==> src/rtl/pc_fetch_unit.sv <==
// pc_fetch_unit: LEGv8 program counter and instruction-fetch sequencer.
// Ports:
//   clk, rst_n                 clock, asynchronous active-low reset
//   next_pc -> pc, pc_inc      next-PC mux input / current PC and PC+PC_STEP
//   stall, flush, flush_pc     hazard stall (masks imem_req) and redirect
//   imem_req/addr/ready/rdata  instruction memory request/response handshake
//   if_valid/instr/pc/ready    fetched instruction presented to decode
module pc_fetch_unit #(
    parameter int                  PC_WIDTH    = 12,
    parameter int                  INSTR_WIDTH = 32,
    parameter logic [PC_WIDTH-1:0] RESET_PC    = '0,
    parameter int                  PC_STEP     = 4
) (
    input  logic                   clk,
    input  logic                   rst_n,
    input  logic [PC_WIDTH-1:0]    next_pc,
    output logic [PC_WIDTH-1:0]    pc_inc,
    output logic [PC_WIDTH-1:0]    pc,
    input  logic                   stall,
    input  logic                   flush,
    input  logic [PC_WIDTH-1:0]    flush_pc,
    output logic                   imem_req,
    output logic [PC_WIDTH-1:0]    imem_addr,
    input  logic                   imem_ready,
    input  logic [INSTR_WIDTH-1:0] imem_rdata,
    output logic                   if_valid,
    output logic [INSTR_WIDTH-1:0] if_instr,
    output logic [PC_WIDTH-1:0]    if_pc,
    input  logic                   if_ready
);
    typedef enum logic [1:0] {IDLE, REQ, HOLD} state_t;
    localparam logic [PC_WIDTH-1:0] ALIGN = ~PC_WIDTH'(3);
    state_t                 state, state_nx;
    logic [PC_WIDTH-1:0]    pc_nx, if_pc_nx;
    logic [INSTR_WIDTH-1:0] if_instr_nx;
    logic                   if_valid_nx, capture;
    assign pc_inc    = pc + PC_WIDTH'(PC_STEP);
    assign imem_addr = pc;
    assign imem_req  = (state == REQ) && !stall;
    assign capture   = imem_req && imem_ready;
    always_ff @(posedge clk or negedge rst_n) begin
        if (!rst_n) begin
            state    <= IDLE;
            pc       <= RESET_PC;
            if_valid <= 1'b0;
            if_instr <= '0;
            if_pc    <= '0;
        end else begin
            state    <= state_nx;
            pc       <= pc_nx;
            if_valid <= if_valid_nx;
            if_instr <= if_instr_nx;
            if_pc    <= if_pc_nx;
        end
    end
    // Flush wins over both handshakes: a same-cycle response is dropped.
    always_comb begin
        state_nx    = state;
        pc_nx       = pc;
        if_valid_nx = if_valid;
        if_instr_nx = if_instr;
        if_pc_nx    = if_pc;
        if (flush) begin
            state_nx    = REQ;
            pc_nx       = flush_pc & ALIGN;
            if_valid_nx = 1'b0;
        end else begin
            case (state)
                IDLE: state_nx = REQ;
                REQ: if (capture) begin
                    state_nx    = HOLD;
                    pc_nx       = next_pc & ALIGN;
                    if_valid_nx = 1'b1;
                    if_instr_nx = imem_rdata;
                    if_pc_nx    = pc;
                end
                HOLD: if (if_ready) begin
                    state_nx    = REQ;
                    if_valid_nx = 1'b0;
                end
                default: state_nx = IDLE;
            endcase
        end
    end
endmodule

==> config.mk <==
export PLATFORM = sky130hd
export DESIGN_NAME = pc_fetch_unit
export DESIGN_NICKNAME = d
export VERILOG_FILES = /design/src/rtl/pc_fetch_unit.sv
export SDC_FILE = /design/constraint.sdc
export NUM_CORES = 1
export LEC_CHECK = 0
export BUFFER_PORTS_ARGS = -buffer_cell sky130_fd_sc_hd__buf_2
export CAP_MARGIN = 30
export CELL_PAD_IN_SITES_DETAIL_PLACEMENT = 1
export CELL_PAD_IN_SITES_GLOBAL_PLACEMENT = 2
export CORE_ASPECT_RATIO = 2
export CORE_UTILIZATION = 26
export CTS_BUF_LIST = sky130_fd_sc_hd__clkbuf_4
export DETAILED_ROUTE_END_ITERATION = 7
export GPL_TIMING_DRIVEN = 1
export HOLD_SLACK_MARGIN = 0.06
export MAX_ROUTING_LAYER = met4
export PLACE_DENSITY = 0.89
export SLEW_MARGIN = 30
export SYNTH_ARGS = -nofsm -noshare
export SYNTH_HDL_FRONTEND = slang
export SYNTH_SLANG_ARGS = --single-unit
==> constraint.sdc <==
create_clock -name clk -period 1.63 [get_ports clk]
set_clock_uncertainty 0.15 [all_clocks]
set_input_delay 0 -clock clk [delete_from_list [all_inputs] [get_ports clk]]
set_output_delay 0 -clock clk [all_outputs]
set_load 0.05 [all_outputs]
==> results.tsv, run 1 <==
metric	value	unit
crit_chain	and4_4 -> nand4_1 -> xnor2_4 -> buf_8	
worstHoldPathCells	4	
placed_cell_area	0.003531	mm²
dr.pass1.iters	3	
cts_tree	built	
grt_pass1_vias	2531	
dp_hpwl	5.504	mm
final_antenna_net_count	0	
finalInstanceArea	0.004476	mm²
yosysWarnings	0	
yosysTopAreaCell	dfrtp_1	
grt_usage	16.69	%
viasPerCell	4.256	
r2r_slack	-40	ps
outcome	finished with violations	
ys_seq_area_share	51.69	%
io_buffers	131	
cp.required	1480	ps
drive_gt1_share	63.61	%
drtIter0Drc	53	
core	0.009827	mm²
ys_top_cells_by_area	dfrtp_1 (52%), mux2_4 (23%), mux2_2 (8.5%), buf_4 (5.1%), xnor2_1 (2.0%)	
setup_viol	46	
fin_crit	1751	ps
slew-limit-headroom	47.37	%
path_clk_slew	160	ps
clk_latency	380	ps
rows	51	
rsz0062_at_grt	true	
cp_max_fo	3	
r2r_cells	4	
overflow	0	
finalWorstSetupSlack	-120.6	ps
cts_max_path_buffers	2	
syn_area_per_cell	15.21	µm²
nNetsFinal	444	
crit_start	imem_addr[6]	
hold_class	input port to register	
synthesis.area	0.002663	mm²
ys_seq_elements	55	
drcViolationCount	0	
netlist.area_leader.share	51.69	%
start_util	27.09	%
crit_type	register to primary output	
maxSlewViolCount	0	
holdWs	150.6	ps
areaGrowthSynthToFinish	68.09	%
fp.dieH	145.1	µm
finalHoldViolCount	0	
cp_slowest_cell	dfrtp_1	
grt_max_degree	43	
r2r-start	state[1]	
antenna_found_initial	1	
synth_cell_types	28	
wl_per_cell	17.08	µm
vias	2192	
cts_buffers	5	
htree_levels	2	
cp_slowest_stage_delay	400	ps
r2r-end	if_instr[28]	
power.leakage	0.002290	µW
setup_tns	-1563	ps
globalplace.congestion	0.7625	
dieArea	0.01067	mm²
critPathCaptureType	primary output	
violations	setup timing	
vdd.ir_drop.worst	0.6110	mV
maxCapViolCount	0	
clock-sinks	55	
tightest_slew	786.9	ps
ios	144	
synth_cells	175	
fmax	571.2	MHz
die_x	73.56	µm
endpoint	pc_inc[11]	
drt-total-wl	8.797	mm
finalCritPeriodShare	107.4	%
grt_pass1_wl	12.99	mm
worstPathArrival	1600	ps
fillerInstances	1115	
cp-start-kind	register	
cts_root_buf	clkbuf_4	
p_per_area	1293	mW/mm²
[what timing repair did]
action,4_1_cts,5_1_grt
cloned,0,5
hold buffers,60,0
endpoints found under the setup margin,33,60
resized for setup,23,8
buffers inserted,4,1
hold endpoints to repair,100,0
pin swaps,1,3
[worst min path at each step]
stage,start,endpoint,slack (ps)
floorplan,rst_n,if_instr[0],-450
global placement,rst_n,if_instr[9],-180
detailed placement,rst_n,if_instr[10],-170
CTS,flush,if_instr[17],190
global route,flush,if_pc[8],170
finish,flush,if_instr[2],150
[cells in the mapped netlist, drive strengths merged]
cell type	n
mux2	60
xor2	2
a21oi	3
conb	1
and4	1
ha	1
or2	1
inv	1
nand2b	1
nor2b	1
nand2	3
dfrtp	55
nand3b	1
xnor2	6
mux2i	2
nand3	3
nor3b	2
and3	2
buf	23
o21ai	2
clkbuf	1
nand4	2
a21o	1
[final cells by class]
class                      instances  area [µm²]  area share [%]
clock buffer                       5       37.54          0.8387
inverter                           1       3.754         0.08387
clock inverter                     3       67.56           1.510
sequential                        55        1379           30.81
timing repair buffer             216        1588           35.48
antenna                            1       2.502         0.05591
tap                              132       165.2           3.690
multi-input combinational        102        1232           27.54
[per-layer routing]
layer / vias to the layer above / GRT usage [%] / part of all wire [%]
met2: 104 / 30.64 / 58
met1: 1062 / 15.23 / 33
met3: 29 / 2.361 / 3.9
met4: 0 / 10.48 / 5.1
li1: 997 / - / -
met5: - / - / 0
[state kept, by name, summed over array words and instances, names as in the netlist]
signal	cells
if_pc	10
if_valid	1
if_instr	32
state	2
imem_addr	10
[logic make-up after synthesis]
kind of cell | after synthesis | synth area share (%)
compound gates | 6 | 1.363
xor+xnor | 8 | 2.632
fa+ha+maj | 1 | 0.4698
buf+inv | 25 | 7.236
flops | 55 | 51.69
mux | 62 | 31.77
other cells | 1 | 0.1408
simple gates | 17 | 4.700
[worst max-delay path: cells and delay by family, from the launching register on]
| kind | cells | cell delay, ps |
|---|---|---|
| AND/OR/NAND/NOR | 2 | 440 |
| flip-flops | 1 | 400 |
| XOR/XNOR | 1 | 210 |
| buffers and inverters | 1 | 170 |
[power breakdown]
group	switching, µW	leakage (µW)	total (µW)	internal (µW)
logic	1990	0.00159	3000	1010
clock network	446	0.0000514	924	477
registers	187	0.000650	1860	1670
[cell usage in the layout (no fill, tap or decap), drive strengths merged, types with 3 or more instances in the layout]
cell type	synthesis	final
nand3	3	3
dfrtp	55	55
xnor2	6	6
mux2	60	60
a21oi	3	3
nand2	3	3
clkbuf	1	7
conb	1	8
buf	23	154
dlygate4sd3	0	60
[through the flow]
| stage | cells | utilization (%) | setup slack (ps) | power (µW) |
|---|---|---|---|---|
| 2_1_floorplan | 182 | - | -289.4 | 3993 |
| 3_3_place_gp | 436 | 35.93 | -28.85 | 4583 |
| 3_5_place_dp | 436 | 35.93 | -62.41 | 4637 |
| 4_1_cts | 508 | 44.22 | -169.1 | 5789 |
| 5_1_grt | 515 | 45.54 | -218.3 | 6032 |
| 6_report | 515 | 45.54 | -120.6 | 5787 |
No activity file was read; power rests on OpenSTA's default activity.
==> run 2: changes to the inputs <==
- RECOVER_POWER: default -> 25
- TNS_END_PERCENT: default -> 20
==> run 2 against run 1 <==
The run still ends with setup timing left. Cell area down 3.6%. Highest routed layer unchanged. Wire length is 7.7% lower. Die area stayed put.
==> results.tsv, run 2 (synthesis gave the netlist of run 1 again) <==
metric	value	unit
antenna_found_initial	2	
globalplace.congestion	0.8039	
overflow	0	
route.met2.wl	4.717	mm
start_util	27.09	%
rows	51	
drive_gt1_share	63.03	%
largest-register	if_instr	
dr_wl_met3	280	µm
tightest_slew	717.3	ps
setup_viol	13	
clock-sinks	55	
areaGrowthSynthToFinish	62.12	%
drtIter0Drc	33	
slew-limit-headroom	52.18	%
holdWs	210.2	ps
core	0.009827	mm²
switching_power	2602	µW
violations	setup timing	
rsz0062_at_grt	true	
grt_max_degree	56	
dieArea	0.01067	mm²
finalWorstSetupSlack	-125.5	ps
htree_levels	2	
outcome	finished with violations	
combPwrFrac	52.9	%
die_x	73.56	µm
mostFrequentLayoutCells	buf_2 (122), dlygate4sd3_1 (58), dfrtp_1 (53), mux2_4 (40), mux2_2 (20)	
fmax	569.6	MHz
critPathCaptureType	primary output	
grt_pass1_wl	12.52	mm
setup_tns	-634.8	ps
fin_crit	1756	ps
clk_latency	390	ps
ios	144	
met1_length	2.720	mm
power.share.switching	46.67	%
nNetsFinal	438	
maxCapViolCount	0	
hold_class	input port to register	
vdd.ir_drop.worst	0.5133	mV
grt_pass1_vias	2374	
cts_tree	built	
final_antenna_net_count	0	
p_per_area	1291	mW/mm²
fp.dieH	145.1	µm
io_buffers	131	
dr.pass1.iters	2	
finalCritPeriodShare	107.7	%
finalHoldViolCount	0	
grt_usage	16.12	%
cts_max_path_buffers	2	
power.leakage	0.002227	µW
wl_per_cell	15.93	µm
p_int	2973	µW
cp-start-kind	register	
viasPerCell	4.229	
seqPwrFrac	33.4	%
cts_buffers	5	
p_clk_share	13.7	%
path_clk_slew	170	ps
vias	2157	
final_cells	510	
worstPathArrival	1610	ps
cts_root_buf	clkbuf_4	
layout.cells.most_common	buf_2	
maxSlewViolCount	0	
drt-total-wl	8.124	mm
dp_hpwl	5.364	mm
cp_max_fo	4	
cp.required	1480	ps
drcViolationCount	0	
crit_type	register to primary output	
top_layer_used	met4	
fillerInstances	1129	
dp.cells	435	
largest_reg_flops	32	
[run 2: layer usage]
| layer | global-route usage (%) | up-vias |
|---|---|---|
| li1 | - | 983 |
| met1 | 14.83 | 1057 |
| met2 | 29.40 | 90 |
| met3 | 2.222 | 27 |
| met4 | 10.29 | 0 |
| met5 | - | - |
[run 2: worst max-delay path, stage by stage, from the launching register on]
cell and delay [ps]:
dfrtp_1 420, and3_1 200, buf_4 150, nand3_2 120, xnor2_2 150, buf_6 180
[run 2: path summary, 6_finish.rpt]
path	slack [ps]	start	cells after the start	end
max	-130	imem_addr[2]	5	pc_inc[7]
min	210	imem_rdata[25]	3	if_instr[25]
max reg2reg	-10	state[1]	4	if_instr[15]
min reg2reg	370	if_instr[20]	1	if_instr[20]
max in group asynchronous	130	rst_n	4	imem_addr[4]
min in group asynchronous	690	rst_n	4	if_pc[4]
[run 2: stage by stage]
step / setup slack [ps] / instance area [µm²] / power (µW) / utilization (%)
4_1_cts: -148.0 / 4273 / 5591 / 43.48
2_1_floorplan: -289.4 / 2754 / 3989 / -
5_1_grt: -227.1 / 4317 / 5803 / 43.93
3_5_place_dp: -68.30 / 3528 / 4633 / 35.91
6_report: -125.5 / 4317 / 5575 / 43.93
3_3_place_gp: -7.174 / 3528 / 4580 / 35.91
[run 2: power by group through the flow]
stage	Combinational, µW	Clock, µW	Sequential, µW
2_1_floorplan	993	0	3000
3_3_place_gp	2720	0	1860
3_5_place_dp	2750	0	1880
4_1_cts	2930	800	1860
5_1_grt	3060	833	1910
6_report	2950	764	1860
[run 2: layout make-up]
type                    count  area, µm²  share of cell area, %
repair buffers            210       1479                  34.26
multi-input cells         102       1209                  28.00
clock inverters             3      38.79                 0.8986
flip-flops and latches     55       1379                  31.94
inverters                   1      3.754                0.08696
well taps                 132      165.2                  3.826
diodes                      2      5.005                 0.1159
clock buffers               5      37.54                 0.8696
[run 2: timing repair]
action,in CTS,in global routing
hold buffers,58,0
endpoints found under the hold margin,100,0
setup buffers,2,5
resized for setup,22,4
pin swaps,1,0
endpoints found under the setup margin,46,50
cloned,0,0
==> run 3: changes to the inputs <==
- CELL_PAD_IN_SITES_DETAIL_PLACEMENT: 1 -> default
- CELL_PAD_IN_SITES_GLOBAL_PLACEMENT: 2 -> default
- CORE_UTILIZATION: 26 -> 31
- CTS_BUF_LIST: sky130_fd_sc_hd__clkbuf_4 -> sky130_fd_sc_hd__clkbuf_8 sky130_fd_sc_hd__clkbuf_16
- PLACE_DENSITY: 0.89 -> 0.72
==> run 3 against run 2 <==
The run now ends clean. Die area fell by 16%. Clock-buffer cell count increased by 1. Cell area hardly changed. Fmax rose by 8.8%. Non-clock buffer count down 2. Worst setup slack better by 140 ps. Register-to-register slack better by 40 ps. Critical path depth is 1 lower. Via count is 3.1% lower. Worst hold slack gained 110 ps. Combinational power fell by 2%. Critical endpoint is now pc_inc[11]. Largest cell class unchanged.
==> results.tsv, run 3 (synthesis gave the netlist of run 1 again) <==
metric	value	unit
setup_tns	0	ps
final_antenna_net_count	0	
mostFrequentLayoutCells	buf_2 (120), dlygate4sd3_1 (57), dfrtp_1 (53), mux2_4 (40), mux2_2 (20)	
fp.dieH	133.1	µm
cts_buffers	5	
grt_pass1_wl	10.54	mm
globalplace.congestion	0.7585	
areaGrowthSynthToFinish	62.17	%
finalHoldViolCount	0	
rsz0062_at_grt	true	
maxCapViolCount	0	
io_buffers	131	
drt-total-wl	6.969	mm
finalWorstSetupSlack	16.05	ps
final_cells	472	
fillerInstances	700	
cts_root_buf	clkbuf_16	
outcome	completed	
worstPathArrival	1460	ps
r2r_slack	30	ps
htree_levels	2	
grt_max_degree	28	
nNetsFinal	436	
dp_hpwl	4.655	mm
critPathCaptureType	primary output	
antennaDiodeCount	0	
drcViolationCount	0	
largest-register	if_instr	
r2r-start	state[1]	
antenna_found_initial	0	
rows	47	
cp_slowest_stage_delay	350	ps
r2r-end	if_instr[31]	
critPathTopFamily	simple AND/OR/NAND/NOR gates	
drtIter0Drc	42	
fmax	619.6	MHz
dieArea	0.008986	mm²
path_clk_slew	70	ps
viasPerCell	4.430	
overflow	0	
grt_pass1_vias	2160	
crit_type	register to primary output	
ios	144	
tightest_slew	675.7	ps
hold_class	input port to asynchronous set/reset pin	
cts_tree	built	
layout.cells.most_common	buf_2	
finalCritPeriodShare	99.02	%
slew-limit-headroom	54.95	%
clk_latency	290	ps
total_power	5975	µW
critical_path_buf_inv_count	1	
setup_viol	0	
r2r_cells	4	
dp.cells	402	
die_x	67.53	µm
wl_per_cell	14.76	µm
fin_crit	1614	ps
core	0.008292	mm²
crit_chain	and4_4 -> nand4_1 -> xnor2_4 -> buf_8	
clock-sinks	55	
cp-start-kind	register	
start_util	32.11	%
cts_max_path_buffers	2	
maxSlewViolCount	0	
cp.required	1480	ps
vias	2091	
power.leakage	0.002244	µW
p_per_area	1384	mW/mm²
post-place-ws	-46.57	ps
cp_max_fo	3	
largest_reg_flops	32	
dr.pass1.iters	4	
drive_gt1_share	61.76	%
cp_slowest_cell	dfrtp_1	
grt_usage	16.38	%
vdd.ir_drop.worst	0.5819	mV
## run 3: how the worst max path moves through the flow
stage,start,endpoint,slack (ps),cells past startpoint
after floorplan,state[1],if_pc[11],-290,4
final,imem_addr[7],pc_inc[11],20,4
after detailed placement,state[1],imem_addr[7],-50,3
after global routing,imem_addr[2],pc_inc[10],-70,4
after CTS,imem_addr[7],pc_inc[11],-7,4
after global placement,state[1],imem_addr[4],10,3
## run 3: layer usage
metal / wire [µm] / track usage (%) / share of wire (%)
met4: 208 / 7.801 / 3.0
met2: 4010 / 29.43 / 58
met3: 264 / 2.241 / 3.8
met1: 2485 / 16.34 / 36
met5: 0 / - / 0
## run 3: through the flow
stage	area (µm²)	utilization, %	hold slack, ps
after floorplan	2754	-	-445.6
after global placement	3481	41.98	-209.4
after detailed placement	3481	41.98	-200.4
after CTS	4299	51.85	105.2
after global routing	4318	52.07	330.7
final	4318	52.07	324.2
## run 3: worst reg2reg max path: stages, from the launching register on
cell and delay, ps:
dfrtp_1 430, nor3b_4 250, nand3b_4 120, buf_12 190, mux2_4 340
## run 3: report_power, final
| group | total (µW) | leakage [µW] | switching, µW | internal [µW] |
|---|---|---|---|---|
| Clock | 1230 | 0.0000868 | 462 | 764 |
| Sequential | 1860 | 0.000651 | 185 | 1680 |
| Combinational | 2890 | 0.00151 | 1930 | 955 |
| Total | 5980 | 0.00224 | 2580 | 3400 |
## run 3: timing repair
| action | 4_1_cts | 5_1_grt |
|---|---|---|
| endpoints found under the hold margin | 100 | 0 |
| hold buffers | 58 | 0 |
| setup buffers | 2 | 2 |
| pin swaps | 1 | 2 |
| setup endpoints to repair | 22 | 57 |
| gates resized for setup | 15 | 8 |
## run 3: layout make-up
type	count	area, µm²	share of cell area, %
Clock buffer	6	138.9	3.216
Multi-Input combinational cell	102	1209	27.99
Tap cell	98	122.6	2.840
Timing Repair Buffer	208	1430	33.12
Clock inverter	2	35.03	0.8114
Sequential cell	55	1379	31.93
Inverter	1	3.754	0.08693
